**src/rtl/regfile_wb_arbiter.sv**
```systemverilog
// regfile_wb_arbiter
//   Shares the single register-file write port between two write-back
//   requesters with a valid/ready handshake and round-robin arbitration.
//   The winning write is registered and presented on RegWrite/WriteAddr/
//   WriteData for exactly one cycle. Writes to $zero complete the handshake
//   but never raise RegWrite.
//
// Ports
//   clk, rst_n                 clock, asynchronous active-low reset
//   reqN_valid/addr/data       requester N write request (N = 0, 1)
//   reqN_ready                 requester N accepted this cycle (combinational)
//   hold                       stall: no grant while high
//   RegWrite/WriteAddr/WriteData  registered write to the register file
//   prio                       requester that wins the next tie
//   wr_count                   committed non-zero-address writes (wraps)
module regfile_wb_arbiter #(
  parameter int ADDR_W = 5,
  parameter int DATA_W = 32,
  parameter int CNT_W  = 16
) (
  input  logic              clk,
  input  logic              rst_n,
  input  logic              req0_valid,
  input  logic [ADDR_W-1:0] req0_addr,
  input  logic [DATA_W-1:0] req0_data,
  output logic              req0_ready,
  input  logic              req1_valid,
  input  logic [ADDR_W-1:0] req1_addr,
  input  logic [DATA_W-1:0] req1_data,
  output logic              req1_ready,
  input  logic              hold,
  output logic              RegWrite,
  output logic [ADDR_W-1:0] WriteAddr,
  output logic [DATA_W-1:0] WriteData,
  output logic              prio,
  output logic [CNT_W-1:0]  wr_count
);

  logic              prio_q,       prio_d;
  logic              reg_write_q,  reg_write_d;
  logic [ADDR_W-1:0] write_addr_q, write_addr_d;
  logic [DATA_W-1:0] write_data_q, write_data_d;
  logic [CNT_W-1:0]  wr_count_q,   wr_count_d;

  logic [1:0]        grant;
  logic              any_grant;
  logic              wr_en;
  logic [ADDR_W-1:0] sel_addr;
  logic [DATA_W-1:0] sel_data;

  // One-hot grant. rst_n is folded in so both readies read 0 while reset
  // is asserted, even with requests pending.
  always_comb begin
    grant = 2'b00;
    if (rst_n && !hold) begin
      unique case ({req1_valid, req0_valid})
        2'b01:   grant = 2'b01;
        2'b10:   grant = 2'b10;
        2'b11:   grant = prio_q ? 2'b10 : 2'b01;
        default: grant = 2'b00;
      endcase
    end
  end

  assign req0_ready = grant[0];
  assign req1_ready = grant[1];
  assign any_grant  = |grant;
  assign sel_addr   = grant[1] ? req1_addr : req0_addr;
  assign sel_data   = grant[1] ? req1_data : req0_data;
  // A granted write to $zero is consumed but never committed.
  assign wr_en      = any_grant && (sel_addr != '0);

  always_comb begin
    prio_d       = prio_q;
    reg_write_d  = wr_en;
    write_addr_d = write_addr_q;
    write_data_d = write_data_q;
    wr_count_d   = wr_count_q + {{(CNT_W-1){1'b0}}, wr_en};
    if (any_grant) begin
      // The loser of this grant wins the next tie: granted 0 -> prio 1.
      prio_d       = grant[0];
      write_addr_d = sel_addr;
      write_data_d = sel_data;
    end
  end

  always_ff @(posedge clk or negedge rst_n) begin
    if (!rst_n) begin
      prio_q       <= 1'b0;
      reg_write_q  <= 1'b0;
      write_addr_q <= '0;
      write_data_q <= '0;
      wr_count_q   <= '0;
    end else begin
      prio_q       <= prio_d;
      reg_write_q  <= reg_write_d;
      write_addr_q <= write_addr_d;
      write_data_q <= write_data_d;
      wr_count_q   <= wr_count_d;
    end
  end

  assign RegWrite  = reg_write_q;
  assign WriteAddr = write_addr_q;
  assign WriteData = write_data_q;
  assign prio      = prio_q;
  assign wr_count  = wr_count_q;

endmodule

```
**config.mk**
```make
export PLATFORM = sky130hd
export DESIGN_NAME = regfile_wb_arbiter
export DESIGN_NICKNAME = d
export VERILOG_FILES = /design/src/rtl/regfile_wb_arbiter.sv
export SDC_FILE = /design/constraint.sdc
export NUM_CORES = 1
export LEC_CHECK = 0
export BUFFER_PORTS_ARGS = -buffer_cell sky130_fd_sc_hd__clkbuf_2
export CAP_MARGIN = 20
export CORE_ASPECT_RATIO = 2
export CORE_MARGIN = 1
export CORE_UTILIZATION = 30
export DETAILED_ROUTE_END_ITERATION = 8
export GPL_TIMING_DRIVEN = 0
export SYNTH_ARGS = -nofsm -noshare
export SYNTH_HDL_FRONTEND = slang
export SYNTH_SLANG_ARGS = --single-unit
```
**constraint.sdc**
```tcl
create_clock -name clk -period 4.45 [get_ports clk]
set_input_delay 0.89 -clock clk [delete_from_list [all_inputs] [get_ports clk]]
set_output_delay 0.89 -clock clk [all_outputs]
set_load 0.01 [all_outputs]
```
### Word level (Yosys, flattened, before mapping)

Cells that the tools add are included.

| storage, ports and cells | value |
|---|---|
| flip-flop bits (word level) | 55 |
| input bits | 79 |
| output and inout port bits | 57 |

| cells by class | value |
|---|---|
| equal/unequal tests | 3 |
| reductions and logical operators | 5 |
| add/subtract/negate cells | 1 |
| mux-type cells | 5 |

Operators by type and width:

| cell | count |
|---|---|
| 32-bit 2-to-1 mux | 1 |
| 16-bit by 1-bit adder with 16-bit output | 1 |
| 2-bit one-hot mux with 3 select lines | 1 |
| 5-bit 2-to-1 mux | 1 |
| 5-bit nonzero test | 1 |
| 2-bit == test, second input constant | 2 |
| 2-bit 2-to-1 mux | 2 |
| 2-bit by 1-bit == test with 1-bit output, second input constant | 1 |
| 1-bit logical AND | 2 |
| 2-bit OR reduction | 1 |
| 1-bit zero test | 1 |

### Depth between registers and ports, before layout

Gate-level depths: netlist of the first run.

| depth | value |
|---|---|
| depth in word-level cells | 7 |
| mapped depth | 10 |
| depth with buffers taken out | 9 |

### Worst setup path before layout of the first run

No wires, ideal clock.

| timing | value |
|---|---|
| path type | in2reg |
| start | in rst_n |
| end | reg wr_count_q[10] (netlist: wr_count[10]) |
| library setup time | 0.129 ns |
| data required time | 4.321 ns |
| path buffers | 1 |
| data arrival time | 2.946 ns |
| cell stages on the path | 9 |
| setup slack | 1.376 ns |
| path through | nor2b_4 -> clkbuf_1 -> a311oi_1 -> a211oi_1 -> ha_1 -> ha_1 -> inv_2 -> or4_4 -> xnor2_2 |

| on the way | value |
|---|---|
| word-level cells in the longest chain between the ends | 6 |
| elaborated cells between the ends (all ways) | 7 |
| those cells by class | add/sub: 1; mux: 2; reduce/logical: 4 |

RTL lines:

| item | line | text |
|---|---|---|
| start: declaration | 22 | `input logic rst_n,` |
| 1-bit logical AND * | 55 | `if (rst_n && !hold) begin` |
| 2-bit 2-to-1 mux * | 55 |  |
| 5-bit 2-to-1 mux | 68 | `assign sel_addr = grant[1] ? req1_addr : req0_addr;` |
| 5-bit nonzero test | 71 | `assign wr_en = any_grant && (sel_addr != '0);` |
| 1-bit logical AND * | 71 |  |
| named net reg_write_d | 40 | `logic reg_write_q, reg_write_d;` |
| 16-bit by 1-bit adder with 16-bit output * | 78 | `wr_count_d = wr_count_q + {{(CNT_W-1){1'b0}}, wr_en};` |
| named net wr_count_d[10] | 43 | `logic [CNT_W-1:0] wr_count_q, wr_count_d;` |
| end signal: assignment | 99 | `wr_count_q <= wr_count_d;` |
| end: declaration | 43 |  |

Mark *: on every way through the listed nets, which the timed path passes. The rest lies on a longest branch.
A chain may end at the register's enable or synchronous reset.

### Worst setup path in the final report of the first run

Same ends and word-level chain as after synthesis.

==> report_table.html, run 1 <==
<table>
<tr><th>Metric</th><th>Value</th></tr>
<tr><th colspan="2">Placement</th></tr>
<tr><td>Total half-perimeter wirelength after legalization and detailed placement</td><td>7.05 mm</td></tr>
<tr><td>Placement Cell Area</td><td>3770 sq um</td></tr>
<tr><td>Number of buffers added on ports</td><td>134</td></tr>
<tr><td>Final GP Congestion</td><td>0.817</td></tr>
<tr><th colspan="2">Logic synthesis</th></tr>
<tr><td>Post-synth top area cell</td><td>dfrtp_1</td></tr>
<tr><td>Share of synthesized area occupied by flip-flops and latches</td><td>0.469</td></tr>
<tr><td>Area of the mapped netlist</td><td>2940 sq um</td></tr>
<tr><td>Syn_nets</td><td>333</td></tr>
<tr><td>Average size of a mapped cell</td><td>11.6 sq um</td></tr>
<tr><td>Register bit total from synthesis</td><td>55</td></tr>
<tr><td>Number of instances in the synthesized netlist</td><td>252</td></tr>
<tr><td>Synth Warn #</td><td>0</td></tr>
<tr><td>Area fraction of the dominant cell type after synthesis</td><td>0.469</td></tr>
<tr><td>Distinct cell type count of the synthesized netlist</td><td>34</td></tr>
<tr><td>Synth area leaders</td><td>dfrtp_1 (47%), a221o_1 (12%), and4_1 (11%)</td></tr>
<tr><th colspan="2">Clock tree</th></tr>
<tr><td>Cell at the root of the clock tree</td><td>clkbuf_16</td></tr>
<tr><td>CTS H-Tree Depth</td><td>2</td></tr>
<tr><td>Worst skew pair latency</td><td>0.30 ns</td></tr>
<tr><td>Clock Path Buffers</td><td>2</td></tr>
<tr><td>Cts bufs inserted</td><td>5</td></tr>
<tr><td>Clock tree from TritonCTS</td><td>done</td></tr>
<tr><td>Clock Sinks</td><td>55</td></tr>
<tr><td>Clock transition at the registers of the reported paths</td><td>0.07 ns</td></tr>
<tr><td>Post-CTS Setup Repair Bufs</td><td>0</td></tr>
<tr><th colspan="2">Floorplanning</th></tr>
<tr><td>Initial Util</td><td>0.311</td></tr>
<tr><td>I/O pin count</td><td>136</td></tr>
<tr><td>Row count</td><td>50</td></tr>
<tr><td>Core footprint</td><td>9450 sq um</td></tr>
<tr><td>DIE WIDTH</td><td>71.9 microns</td></tr>
<tr><td>Total die area</td><td>10200 sq um</td></tr>
<tr><td>Die Ht</td><td>142 microns</td></tr>
<tr><th colspan="2">Setup path</th></tr>
<tr><td>Most frequent cell on the critical path</td><td>ha_1</td></tr>
<tr><td>Delay contributed by the slowest stage of the critical path</td><td>0.53 ns</td></tr>
<tr><td>Maximum fanout count along the critical path</td><td>57</td></tr>
<tr><td>CP max stage cell</td><td>or4_4</td></tr>
<tr><td>Ordered cell list for the critical path</td><td>buf_6 -&gt; nor2b_4 -&gt; clkbuf_1 -&gt; a311oi_1 -&gt; a211oi_1 -&gt; ha_1 -&gt; ha_1 -&gt; inv_2 -&gt; or4_4 -&gt; xnor2_2</td></tr>
<tr><td>Critical path class</td><td>in -&gt; reg</td></tr>
<tr><td>Critical path endpoint category</td><td>register</td></tr>
<tr><td>Nature of the critical path startpoint</td><td>input pin</td></tr>
<tr><td>Required time of the worst setup path</td><td>4.63 ns</td></tr>
<tr><td>Arrival time of data at the critical path endpoint</td><td>4.18 ns</td></tr>
<tr><th colspan="2">STA</th></tr>
<tr><td>Worst Tran Pin Value</td><td>0.531 ns</td></tr>
<tr><td>Final Critical Period</td><td>3.99 ns</td></tr>
<tr><td>RSZ-0062 raised after global routing</td><td>false</td></tr>
<tr><td>Highest clock frequency the design can meet</td><td>250 MHz</td></tr>
<tr><td>Min Hold Slack</td><td>0.485 ns</td></tr>
<tr><td>Final count of negative-setup-slack endpoints</td><td>0</td></tr>
<tr><td>Largest clock skew in the final design</td><td>0.00440 ns</td></tr>
<tr><td>Number of endpoints with negative hold slack in the final report</td><td>0</td></tr>
<tr><td>Max-slew headroom at the worst pin</td><td>0.644</td></tr>
<tr><td>Max Transition Viols Final</td><td>0</td></tr>
<tr><td>Crit share post-route</td><td>0.897</td></tr>
<tr><th colspan="2">Outcome</th></tr>
<tr><td>Status</td><td>completed</td></tr>
<tr><th colspan="2">Finish</th></tr>
<tr><td>Layout cell share with drive strength beyond 1</td><td>0.429</td></tr>
<tr><td>Final instance area</td><td>3930 sq um</td></tr>
<tr><td>Fill cell total of the finished layout</td><td>959</td></tr>
<tr><td>Number of antenna repair diodes</td><td>0</td></tr>
<tr><td>Layout net count</td><td>474</td></tr>
<tr><td>Final Core Density</td><td>0.416</td></tr>
<tr><td>Syn-to-layout area delta</td><td>33.9%</td></tr>
<tr><th colspan="2">Detailed routing</th></tr>
<tr><td>Via total after detailed routing</td><td>2745</td></tr>
<tr><td>Detailed-route wire length</td><td>9.14 mm</td></tr>
<tr><td>Remaining routing DRC violations</td><td>0</td></tr>
<tr><td>Post-detailed-route via-to-cell ratio</td><td>5.24</td></tr>
<tr><td>Drt pass-1 iters</td><td>4</td></tr>
<tr><td>Number of DRC markers in iteration 0</td><td>85</td></tr>
<tr><td>Average wire per cell in the routed design</td><td>17.5 microns</td></tr>
<tr><td>Final antenna-violating net count</td><td>0</td></tr>
<tr><th colspan="2">Power and ir drop</th></tr>
<tr><td>Cell Pwr Density</td><td>371 nW/um^2</td></tr>
<tr><td>Overall Power</td><td>1460 uW</td></tr>
<tr><td>Worst vdd ir</td><td>153 uV</td></tr>
<tr><td>Leakage Power</td><td>0.00187 uW</td></tr>
<tr><th colspan="2">GRT</th></tr>
<tr><td>Total track usage</td><td>0.180</td></tr>
<tr><td>Maximum number of pins on one net before global-route repair</td><td>58</td></tr>
<tr><td>Initial antenna violation count</td><td>0</td></tr>
<tr><td>First-pass GRT wire length</td><td>14.3 mm</td></tr>
<tr><td>Remaining Overflow, GRT</td><td>0</td></tr>
<tr><td>Number of global-route vias before repair</td><td>2865</td></tr>
<tr><th colspan="2">Worst hold path</th></tr>
<tr><td>Path type of the worst min-delay path</td><td>reg -&gt; reg</td></tr>
<tr><th colspan="2">Run</th></tr>
<tr><td># Max-Cap Violations</td><td>0</td></tr>
</table>
## layout make-up
cell class                 instances  area [sq um]  share of cell area
tap                              130           163              0.0414
timing repair buffer             134           677               0.172
clock inverter                     2          16.3             0.00414
inverter                           4          15.0             0.00382
sequential                        55          1380               0.350
multi-input combinational        166          1400               0.355
clock buffer                       6           139              0.0353
buffer                            27           148              0.0376
## Yosys cell counts
cell type / count
xnor2_2: 1
nand2b_2: 1
a21oi_1: 2
o311ai_1: 1
xor2_1: 8
o21ai_0: 1
buf_2: 13
nor3b_1: 36
dfrtp_1: 55
nand3_1: 6
or4_1: 2
clkbuf_1: 10
nor2_1: 2
a221o_1: 36
or4_4: 1
nand2_1: 4
buf_6: 4
nor2b_4: 1
nand4_1: 6
inv_1: 2
nor2_4: 1
a31oi_1: 1
nand4_4: 1
a211oi_1: 1
nand3_4: 1
nor4_1: 5
nand2b_1: 1
o21ai_2: 1
inv_2: 2
ha_1: 2
and4_1: 37
nor3_1: 1
xnor2_1: 5
a311oi_1: 1
## logic make-up after synthesis
kind of cell             synth area share
adder cells (fa/ha/maj)           0.00852
XOR/XNOR                           0.0443
flip-flops                          0.469
AO/OA/AOI/OAI                       0.142
buffers and inverters              0.0554
AND/OR/NAND/NOR                     0.281
## registers in the layout, summed over array words and instances, names as in the netlist
signal	flops
WriteData	32
wr_count	16
WriteAddr	5
RegWrite	1
prio	1
## worst paths after layout
path,from,cells after the start,end,slack [ns]
hold reg to reg,wr_count[15],1,wr_count[15],0.48
min in group asynchronous,rst_n,1,WriteData[28],0.56
max in group asynchronous,rst_n,1,WriteData[11],3.52
setup / recovery,rst_n,10,wr_count[10],0.46
hold / removal,wr_count[15],1,wr_count[15],0.48
setup reg to reg,prio,9,wr_count[10],1.27
## cells in the final DEF, fill, tap and decap left out
master / instances
nand4_1: 6
nor3_1: 1
a31oi_1: 1
a221o_1: 36
clkbuf_16: 5
nor3b_1: 36
nand2b_1: 1
buf_6: 5
or4_4: 1
o311ai_1: 1
buf_2: 13
clkbuf_2: 133
nand2b_2: 1
nand2_1: 4
o21ai_0: 1
nor2_1: 2
clkbuf_1: 10
nand4_4: 1
nor2_4: 1
nor2b_4: 1
o21ai_2: 1
xnor2_1: 5
inv_2: 2
clkinvlp_4: 1
a311oi_1: 1
clkinv_4: 1
a211oi_1: 1
ha_1: 2
nor4_1: 5
and4_1: 37
dfrtp_1: 55
or4_1: 2
clkbuf_8: 1
xor2_1: 8
nand3_4: 1
xnor2_2: 1
inv_1: 2
nand3_1: 6
a21oi_1: 2
## where the power goes
group          leakage [uW]  switching [uW]  internal (uW)  total, uW
clock             0.0000731             189            226        414
sequential         0.000683            85.4            589        675
combinational       0.00111             188            180        368
total               0.00187             462            995       1460
## critical path, delay by kind of cell
family          cells  cell delay, ns
buf+inv             3            0.85
simple gates        2            0.90
compound gates      2            0.65
fa+ha+maj           2            0.70
xor+xnor            1            0.14
## metal layers
metal  GRT usage  vias to the layer above  share of wire
met3      0.0341                       14          0.041
met4      0.0619                        0          0.022
met2       0.345                       90           0.57
li1            -                     1292              -
met1       0.188                     1349           0.37
met5           0                        -              0
## metrics by stage
stage	std cells	TNS, ns	setup WS (ns)
2_1_floorplan	252	0	1.38
3_3_place_gp	516	-2.81	-0.674
3_5_place_dp	516	-0.202	-0.202
4_1_cts	524	0	0.113
5_1_grt	524	0	0.206
6_report	524	0	0.457
## what timing repair did
item                       CTS  global route
gates resized for setup      0             2
setup endpoints to repair    0             2
hold buffers                 0             0
No activity file was read; power rests on OpenSTA's default activity.
==> inputs of run 2 (changes only) <==
Settings changed: CORE_UTILIZATION 30 to 51, CTS_CLUSTER_SIZE from default to 20, PLACE_DENSITY from default to 0.86.
==> report_table.html, run 2 (synthesized netlist as in run 1, its figures left out) <==
<table>
<tr><th>Metric</th><th>Value</th></tr>
<tr><th colspan="2">Outcome</th></tr>
<tr><td>Status</td><td>completed</td></tr>
<tr><th colspan="2">Clock tree</th></tr>
<tr><td>Clock Path Buffers</td><td>2 (unchanged)</td></tr>
<tr><td>Resized Gates After CTS</td><td>0 (unchanged)</td></tr>
<tr><td>Worst skew pair latency</td><td>0.31 ns (about the same)</td></tr>
<tr><td>Clock transition at the registers of the reported paths</td><td>0.09 ns (+0.02 ns)</td></tr>
<tr><td>Post-CTS Setup Repair Bufs</td><td>0 (unchanged)</td></tr>
<tr><td>CTS H-Tree Depth</td><td>2 (unchanged)</td></tr>
<tr><td>Clock tree from TritonCTS</td><td>done</td></tr>
<tr><td>Cell at the root of the clock tree</td><td>clkbuf_8</td></tr>
<tr><td>Count of hold buffers inserted by post-cts repair</td><td>0 (unchanged)</td></tr>
<tr><td>Cts bufs inserted</td><td>5 (unchanged)</td></tr>
<tr><td>Clock Sinks</td><td>55 (unchanged)</td></tr>
<tr><th colspan="2">Setup path</th></tr>
<tr><td>Critical path class</td><td>in -&gt; reg</td></tr>
<tr><td>Maximum fanout count along the critical path</td><td>25 (-56%)</td></tr>
<tr><td>Startpoint of the lowest-slack register-to-register path</td><td>prio</td></tr>
<tr><td>Slack of the worst reg-to-reg path</td><td>1.43 ns (+0.16 ns)</td></tr>
<tr><td>Critical path endpoint category</td><td>register</td></tr>
<tr><td>R2R cell count</td><td>9 (unchanged)</td></tr>
<tr><td>Nature of the critical path startpoint</td><td>input pin</td></tr>
<tr><td>Arrival time of data at the critical path endpoint</td><td>4.15 ns (-0.03 ns)</td></tr>
<tr><td>Required time of the worst setup path</td><td>4.64 ns (about the same)</td></tr>
<tr><td>RR Endpoint</td><td>wr_count[10]</td></tr>
<tr><th colspan="2">Placement</th></tr>
<tr><td>Number of buffers added on ports</td><td>134 (unchanged)</td></tr>
<tr><td>Final GP Congestion</td><td>0.917 (+12%)</td></tr>
<tr><td>Total half-perimeter wirelength after legalization and detailed placement</td><td>6.25 mm (-11%)</td></tr>
<tr><th colspan="2">Detailed routing</th></tr>
<tr><td>Drt pass-1 iters</td><td>4 (unchanged)</td></tr>
<tr><td>Post-detailed-route via-to-cell ratio</td><td>6.09 (+16%)</td></tr>
<tr><td>Remaining routing DRC violations</td><td>0 (unchanged)</td></tr>
<tr><td>Number of DRC markers in iteration 0</td><td>110 (+29%)</td></tr>
<tr><td>Detailed-route wire length</td><td>7.93 mm (-13%)</td></tr>
<tr><td>Via total after detailed routing</td><td>2765 (+0.73%)</td></tr>
<tr><td>Final antenna-violating net count</td><td>0 (unchanged)</td></tr>
<tr><td>Average wire per cell in the routed design</td><td>17.5 microns (+0.11%)</td></tr>
<tr><th colspan="2">Finish</th></tr>
<tr><td>Layout net count</td><td>475 (+0.21%)</td></tr>
<tr><td>Layout cell share with drive strength beyond 1</td><td>0.429 (unchanged)</td></tr>
<tr><td>Most frequent cells in the layout</td><td>clkbuf_2 (134), dfrtp_1 (55), and4_1 (37)</td></tr>
<tr><td>Syn-to-layout area delta</td><td>29.1%</td></tr>
<tr><td>Number of antenna repair diodes</td><td>0 (unchanged)</td></tr>
<tr><td>Leading cell type in the layout, fill and taps excluded</td><td>clkbuf_2</td></tr>
<tr><td>Final Core Density</td><td>0.693 (+0.277)</td></tr>
<tr><td>Fill cell total of the finished layout</td><td>429 (-55%)</td></tr>
<tr><td>Max FFs per register</td><td>32 (unchanged)</td></tr>
<tr><th colspan="2">Floorplanning</th></tr>
<tr><td>Core footprint</td><td>5470 sq um (-42%)</td></tr>
<tr><td>Initial Util</td><td>0.537 (+0.226)</td></tr>
<tr><td>Total die area</td><td>6080 sq um (-40%)</td></tr>
<tr><td>Die Ht</td><td>109 microns (-23%)</td></tr>
<tr><td>Row count</td><td>38 (-24%)</td></tr>
<tr><td>DIE WIDTH</td><td>55.6 microns (-23%)</td></tr>
<tr><td>I/O pin count</td><td>136 (unchanged)</td></tr>
<tr><th colspan="2">GRT</th></tr>
<tr><td>Total track usage</td><td>0.270 (+0.0908)</td></tr>
<tr><td>Maximum number of pins on one net before global-route repair</td><td>34 (-41%)</td></tr>
<tr><td>Initial antenna violation count</td><td>0 (unchanged)</td></tr>
<tr><td>Remaining Overflow, GRT</td><td>0 (unchanged)</td></tr>
<tr><td>First-pass GRT wire length</td><td>12.9 mm (-9.6%)</td></tr>
<tr><td>Number of global-route vias before repair</td><td>2785 (-2.8%)</td></tr>
<tr><th colspan="2">Worst hold path</th></tr>
<tr><td>Endpoint, Worst Hold</td><td>wr_count[15]</td></tr>
<tr><td>Worst Hold Path Cells</td><td>1 (unchanged)</td></tr>
<tr><td>Path type of the worst min-delay path</td><td>reg -&gt; reg</td></tr>
<tr><td>Start point of the worst hold path</td><td>wr_count[15]</td></tr>
<tr><th colspan="2">STA</th></tr>
<tr><td>Crit share post-route</td><td>0.890 (-0.00697)</td></tr>
<tr><td>Final Critical Period</td><td>3.96 ns (-0.0310 ns)</td></tr>
<tr><td>Final count of negative-setup-slack endpoints</td><td>0 (unchanged)</td></tr>
<tr><td>Largest clock skew in the final design</td><td>0.00531 ns (+0.000912 ns)</td></tr>
<tr><td>Number of endpoints with negative hold slack in the final report</td><td>0 (unchanged)</td></tr>
<tr><td>Max Transition Viols Final</td><td>0 (unchanged)</td></tr>
<tr><td>Worst Tran Pin Value</td><td>0.647 ns (+0.116 ns)</td></tr>
<tr><td>Highest clock frequency the design can meet</td><td>252 MHz (+0.78%)</td></tr>
<tr><td>TNS Setup</td><td>0 ns (unchanged)</td></tr>
<tr><td>RSZ-0062 raised after global routing</td><td>false</td></tr>
<tr><td>Max-slew headroom at the worst pin</td><td>0.569 (-0.0755)</td></tr>
<tr><th colspan="2">Run</th></tr>
<tr><td># Max-Cap Violations</td><td>0 (unchanged)</td></tr>
<tr><th colspan="2">Power and ir drop</th></tr>
<tr><td>Worst vdd ir</td><td>404 uV (+160%)</td></tr>
<tr><td>Leakage Power</td><td>0.00185 uW (-0.99%)</td></tr>
<tr><td>Cell Pwr Density</td><td>348 nW/um^2 (-6.3%)</td></tr>
</table>
-- run 2: how the worst max path moves through the flow --
stage                     depth (start not counted)  slack [ns]  start            to
after global routing                             10        0.18  rst_n  wr_count[10]
after detailed placement                         10        0.16  rst_n  wr_count[10]
final                                            10        0.49  rst_n  wr_count[10]
after CTS                                        10        0.48  rst_n  wr_count[10]
after floorplan                                   9        1.38  rst_n  wr_count[10]
after global placement                           10       -0.40  rst_n  wr_count[10]
-- run 2: cell type report --
type | count | area [sq um] | share of cell area
clock buffers | 6 | 82.6 | 0.0218
clock inverters | 1 | 5.00 | 0.00132
well taps | 60 | 75.1 | 0.0198
plain buffers | 27 | 148 | 0.0390
inverters | 4 | 15.0 | 0.00396
flip-flops and latches | 55 | 1380 | 0.363
repair buffers | 135 | 691 | 0.182
multi-input cells | 166 | 1400 | 0.369
-- run 2: metal layers --
| layer | vias to the layer above | track usage | share of wire | wire (microns) |
|---|---|---|---|---|
| li1 | 1288 | - | - | - |
| met4 | 0 | 0.109 | 0.023 | 183 |
| met5 | - | 0 | 0 | 0 |
| met1 | 1346 | 0.283 | 0.36 | 2830 |
| met2 | 115 | 0.507 | 0.55 | 4370 |
| met3 | 16 | 0.0694 | 0.068 | 542 |
-- run 2: critical path, cell delays in order --
cell and delay, ns:
clkbuf_2 0.50, nor2b_4 0.39, clkbuf_1 0.35, a311oi_1 0.16
a211oi_1 0.41, ha_1 0.36, ha_1 0.32, inv_2 0.08
or4_4 0.54, xnor2_2 0.14
-- run 2: power breakdown --
group          switching, uW  internal, uW
clock                    155           123
sequential              86.2           589
combinational            183           182
total                    424           893
-- run 2: metrics by stage --
step | total power, uW | cell area (sq um) | setup WS, ns | hold WS (ns) | instances
CTS | 1330 | 3790 | 0.483 | 0.472 | 454
global placement | 1040 | 3680 | -0.404 | 0.458 | 446
finish | 1320 | 3790 | 0.488 | 0.467 | 454
global route | 1390 | 3790 | 0.184 | 0.485 | 454
detailed placement | 1050 | 3700 | 0.159 | 0.456 | 447
floorplan | 862 | 2940 | 1.38 | 0.504 | 252
==> inputs of run 3 (changes only) <==
Settings changed: ABC_AREA from default to 1, CORE_UTILIZATION 51 to 48, PLACE_DENSITY 0.86 to 0.85.
==> report_table.html, run 3 <==
<table>
<tr><th>Metric</th><th>Value</th></tr>
<tr><th colspan="2">STA</th></tr>
<tr><td>Crit share post-route</td><td>0.788 (-0.102)</td></tr>
<tr><td>Max Transition Viols Final</td><td>0 (unchanged)</td></tr>
<tr><td>TNS Setup</td><td>0 ns (unchanged)</td></tr>
<tr><td>Largest clock skew in the final design</td><td>0.00654 ns (+0.00123 ns)</td></tr>
<tr><td>Final Critical Period</td><td>3.51 ns (-0.455 ns)</td></tr>
<tr><td>Number of endpoints with negative hold slack in the final report</td><td>0 (unchanged)</td></tr>
<tr><td>Worst Tran Pin Value</td><td>0.732 ns (+0.0849 ns)</td></tr>
<tr><td>Final count of negative-setup-slack endpoints</td><td>0 (unchanged)</td></tr>
<tr><td>Min Hold Slack</td><td>0.495 ns (+0.0275 ns)</td></tr>
<tr><td>RSZ-0062 raised after global routing</td><td>false</td></tr>
<tr><td>Highest clock frequency the design can meet</td><td>285 MHz (+13%)</td></tr>
<tr><td>Max-slew headroom at the worst pin</td><td>0.512 (-0.0566)</td></tr>
<tr><th colspan="2">GRT</th></tr>
<tr><td>Remaining Overflow, GRT</td><td>0 (unchanged)</td></tr>
<tr><td>First-pass GRT wire length</td><td>11.0 mm (-15%)</td></tr>
<tr><td>Number of global-route vias before repair</td><td>2552 (-8.4%)</td></tr>
<tr><td>Maximum number of pins on one net before global-route repair</td><td>30 (-12%)</td></tr>
<tr><td>Total track usage</td><td>0.262 (-0.00851)</td></tr>
<tr><td>Initial antenna violation count</td><td>0 (unchanged)</td></tr>
<tr><th colspan="2">Finish</th></tr>
<tr><td>Layout cell share with drive strength beyond 1</td><td>0.386 (-0.0431)</td></tr>
<tr><td>Syn-to-layout area delta</td><td>34.0%</td></tr>
<tr><td>Max FFs per register</td><td>32 (unchanged)</td></tr>
<tr><td>Leading cell type in the layout, fill and taps excluded</td><td>clkbuf_2</td></tr>
<tr><td>Final Core Density</td><td>0.666 (-0.0265)</td></tr>
<tr><td>Number of antenna repair diodes</td><td>0 (unchanged)</td></tr>
<tr><td>Final instance area</td><td>3420 sq um (-9.6%)</td></tr>
<tr><td>Layout net count</td><td>518 (+9.1%)</td></tr>
<tr><td>Most frequent cells in the layout</td><td>clkbuf_2 (135), nand2_1 (60), dfrtp_1 (55)</td></tr>
<tr><th colspan="2">Floorplanning</th></tr>
<tr><td>Initial Util</td><td>0.497 (-0.0394)</td></tr>
<tr><td>I/O pin count</td><td>136 (unchanged)</td></tr>
<tr><td>Die Ht</td><td>105 microns (-3.7%)</td></tr>
<tr><td>Row count</td><td>37 (-2.6%)</td></tr>
<tr><td>DIE WIDTH</td><td>53.6 microns (-3.7%)</td></tr>
<tr><td>Core footprint</td><td>5140 sq um (-6.0%)</td></tr>
<tr><td>Total die area</td><td>5640 sq um (-7.3%)</td></tr>
<tr><th colspan="2">Detailed routing</th></tr>
<tr><td>Number of DRC markers in iteration 0</td><td>53 (-52%)</td></tr>
<tr><td>Via total after detailed routing</td><td>2530 (-8.5%)</td></tr>
<tr><td>Average wire per cell in the routed design</td><td>13.4 microns (-23%)</td></tr>
<tr><td>Drt pass-1 iters</td><td>4 (unchanged)</td></tr>
<tr><td>Post-detailed-route via-to-cell ratio</td><td>5.10 (-16%)</td></tr>
<tr><td>Detailed-route wire length</td><td>6.66 mm (-16%)</td></tr>
<tr><td>Remaining routing DRC violations</td><td>0 (unchanged)</td></tr>
<tr><td>Final antenna-violating net count</td><td>0 (unchanged)</td></tr>
<tr><th colspan="2">Clock tree</th></tr>
<tr><td>Cell at the root of the clock tree</td><td>clkbuf_8</td></tr>
<tr><td>Clock tree from TritonCTS</td><td>done</td></tr>
<tr><td>Worst skew pair latency</td><td>0.30 ns (about the same)</td></tr>
<tr><td>Post-CTS Setup Repair Bufs</td><td>0 (unchanged)</td></tr>
<tr><td>Count of hold buffers inserted by post-cts repair</td><td>0 (unchanged)</td></tr>
<tr><td>CTS H-Tree Depth</td><td>2 (unchanged)</td></tr>
<tr><td>Cts bufs inserted</td><td>5 (unchanged)</td></tr>
<tr><td>Resized Gates After CTS</td><td>0 (unchanged)</td></tr>
<tr><td>Clock Path Buffers</td><td>2 (unchanged)</td></tr>
<tr><td>Clock transition at the registers of the reported paths</td><td>0.09 ns (about the same)</td></tr>
<tr><td>Clock Sinks</td><td>55 (unchanged)</td></tr>
<tr><th colspan="2">Setup path</th></tr>
<tr><td>Critical path class</td><td>in -&gt; reg</td></tr>
<tr><td>CP max stage cell</td><td>clkbuf_2</td></tr>
<tr><td>Nature of the critical path startpoint</td><td>input pin</td></tr>
<tr><td>Most frequent cell on the critical path</td><td>nand2_1</td></tr>
<tr><td>Critical path endpoint category</td><td>register</td></tr>
<tr><td>Arrival time of data at the critical path endpoint</td><td>3.70 ns (-0.45 ns)</td></tr>
<tr><td>Ordered cell list for the critical path</td><td>clkbuf_2 -&gt; inv_1 -&gt; nor2_4 -&gt; nand3_2 -&gt; buf_6 -&gt; nand2_1 -&gt; nand2_1 -&gt; nand3_1 -&gt; nor2_1 -&gt; nor2_1 -&gt; ha_1 -&gt; ha_1 -&gt; nand2_1 -&gt; nor2_2 -&gt; nand3_2 -&gt; nor2_4 -&gt; nand3_1 -&gt; xnor2_1</td></tr>
<tr><td>Delay contributed by the slowest stage of the critical path</td><td>0.55 ns (about the same)</td></tr>
<tr><td>Maximum fanout count along the critical path</td><td>29 (+16%)</td></tr>
<tr><td>Required time of the worst setup path</td><td>4.64 ns (about the same)</td></tr>
<tr><th colspan="2">Placement</th></tr>
<tr><td>Number of buffers added on ports</td><td>135 (+0.75%)</td></tr>
<tr><td>Placement Cell Area</td><td>3320 sq um (-10%)</td></tr>
<tr><td>Total half-perimeter wirelength after legalization and detailed placement</td><td>5.37 mm (-14%)</td></tr>
<tr><td>Final GP Congestion</td><td>0.854 (-6.9%)</td></tr>
<tr><th colspan="2">Run</th></tr>
<tr><td># Max-Cap Violations</td><td>0 (unchanged)</td></tr>
<tr><th colspan="2">Power and ir drop</th></tr>
<tr><td>Leakage Power</td><td>0.00192 uW (+3.7%)</td></tr>
<tr><td>Cell Pwr Density</td><td>376 nW/um^2 (+8.2%)</td></tr>
<tr><td>Worst vdd ir</td><td>261 uV (-35%)</td></tr>
<tr><td>Overall Power</td><td>1290 uW (-2.2%)</td></tr>
<tr><th colspan="2">Logic synthesis</th></tr>
<tr><td>Distinct cell type count of the synthesized netlist</td><td>25 (-26%)</td></tr>
<tr><td>Synth area leaders</td><td>dfrtp_1 (54%), nand2_1 (8.8%), o21ai_0 (7.2%)</td></tr>
<tr><td>Post-synth top area cell</td><td>dfrtp_1</td></tr>
<tr><td>Most frequent cells after synthesis</td><td>nand2_1 (60), dfrtp_1 (55), nor2_1 (39)</td></tr>
<tr><td>Most used DFF post-synth</td><td>dfrtp_1</td></tr>
<tr><td>Register bit total from synthesis</td><td>55 (unchanged)</td></tr>
<tr><td>Synth Warn #</td><td>0 (unchanged)</td></tr>
<tr><td>Area fraction of the dominant cell type after synthesis</td><td>0.538 (+0.0695)</td></tr>
<tr><td>Area of the mapped netlist</td><td>2560 sq um (-13%)</td></tr>
<tr><td>Number of instances in the synthesized netlist</td><td>294 (+17%)</td></tr>
<tr><td>Number of enable-type register cells in the synthesized netlist</td><td>0 (unchanged)</td></tr>
<tr><td>Cell with the most instances after synthesis</td><td>nand2_1</td></tr>
<tr><td>Share of synthesized area occupied by flip-flops and latches</td><td>0.538 (+0.0695)</td></tr>
<tr><td>Syn_nets</td><td>375 (+13%)</td></tr>
<tr><td>Average size of a mapped cell</td><td>8.69 sq um (-25%)</td></tr>
<tr><td>Fraction of synthesis flops using an asynchronous set or reset pin</td><td>1.00 (unchanged)</td></tr>
<tr><th colspan="2">Worst hold path</th></tr>
<tr><td>Path type of the worst min-delay path</td><td>reg -&gt; reg</td></tr>
<tr><th colspan="2">Outcome</th></tr>
<tr><td>Status</td><td>completed</td></tr>
</table>
-- run 3: kinds of logic (layout without fill, tap and decap cells) --
kind of cell    after synthesis  after routing  synth area share
fa+ha+maj                     2              2           0.00979
flops                        55             55             0.538
buf+inv                      32            176            0.0563
xor+xnor                     13             13            0.0445
compound gates               73             73             0.145
simple gates                119            119             0.206
-- run 3: layer usage --
metal  vias up  share of wire  global-route usage
met2       106           0.56               0.477
li1       1233              -                   -
met1      1175           0.35               0.270
met5         -              0                   0
met4         0          0.031               0.111
met3        16          0.061              0.0495
-- run 3: per-stage QoR --
step	setup WS [ns]	std cells
final	0.942	496
after CTS	0.846	496
after detailed placement	0.528	488
after floorplan	1.69	294
after global placement	0.111	487
after global routing	0.607	496
-- run 3: final timing paths --
path                                from  cells after the start  slack (ns)       endpoint
min                        WriteData[16]                      2        0.49  WriteData[16]
max reg2reg                         prio                     17        1.92   wr_count[14]
min reg2reg                WriteData[16]                      2        0.49  WriteData[16]
max in group asynchronous          rst_n                      2        3.22  WriteData[23]
min in group asynchronous          rst_n                      1        0.63    wr_count[1]
max                                rst_n                     18        0.94   wr_count[14]
-- run 3: layout make-up --
type                       count  area, sq um
buffer                        14         76.3
clock buffer                   8          100
fill                         483         1710
inverter                      18         67.6
multi-input combinational    207         1040
sequential                    55         1380
tap                           58         72.6
timing repair buffer         136          696
-- run 3: power by group --
part           switching, uW  total [uW]  internal, uW
sequential              69.2         660           591
combinational            191         335           144
clock                    151         294           142
-- run 3: worst max-delay path, delay by kind of cell --
family                   cells  cell delay (ns)
AND/OR/NAND/NOR             12             1.32
buffers and inverters        3             0.90
adder cells (fa/ha/maj)      2             0.43
XOR/XNOR                     1             0.14
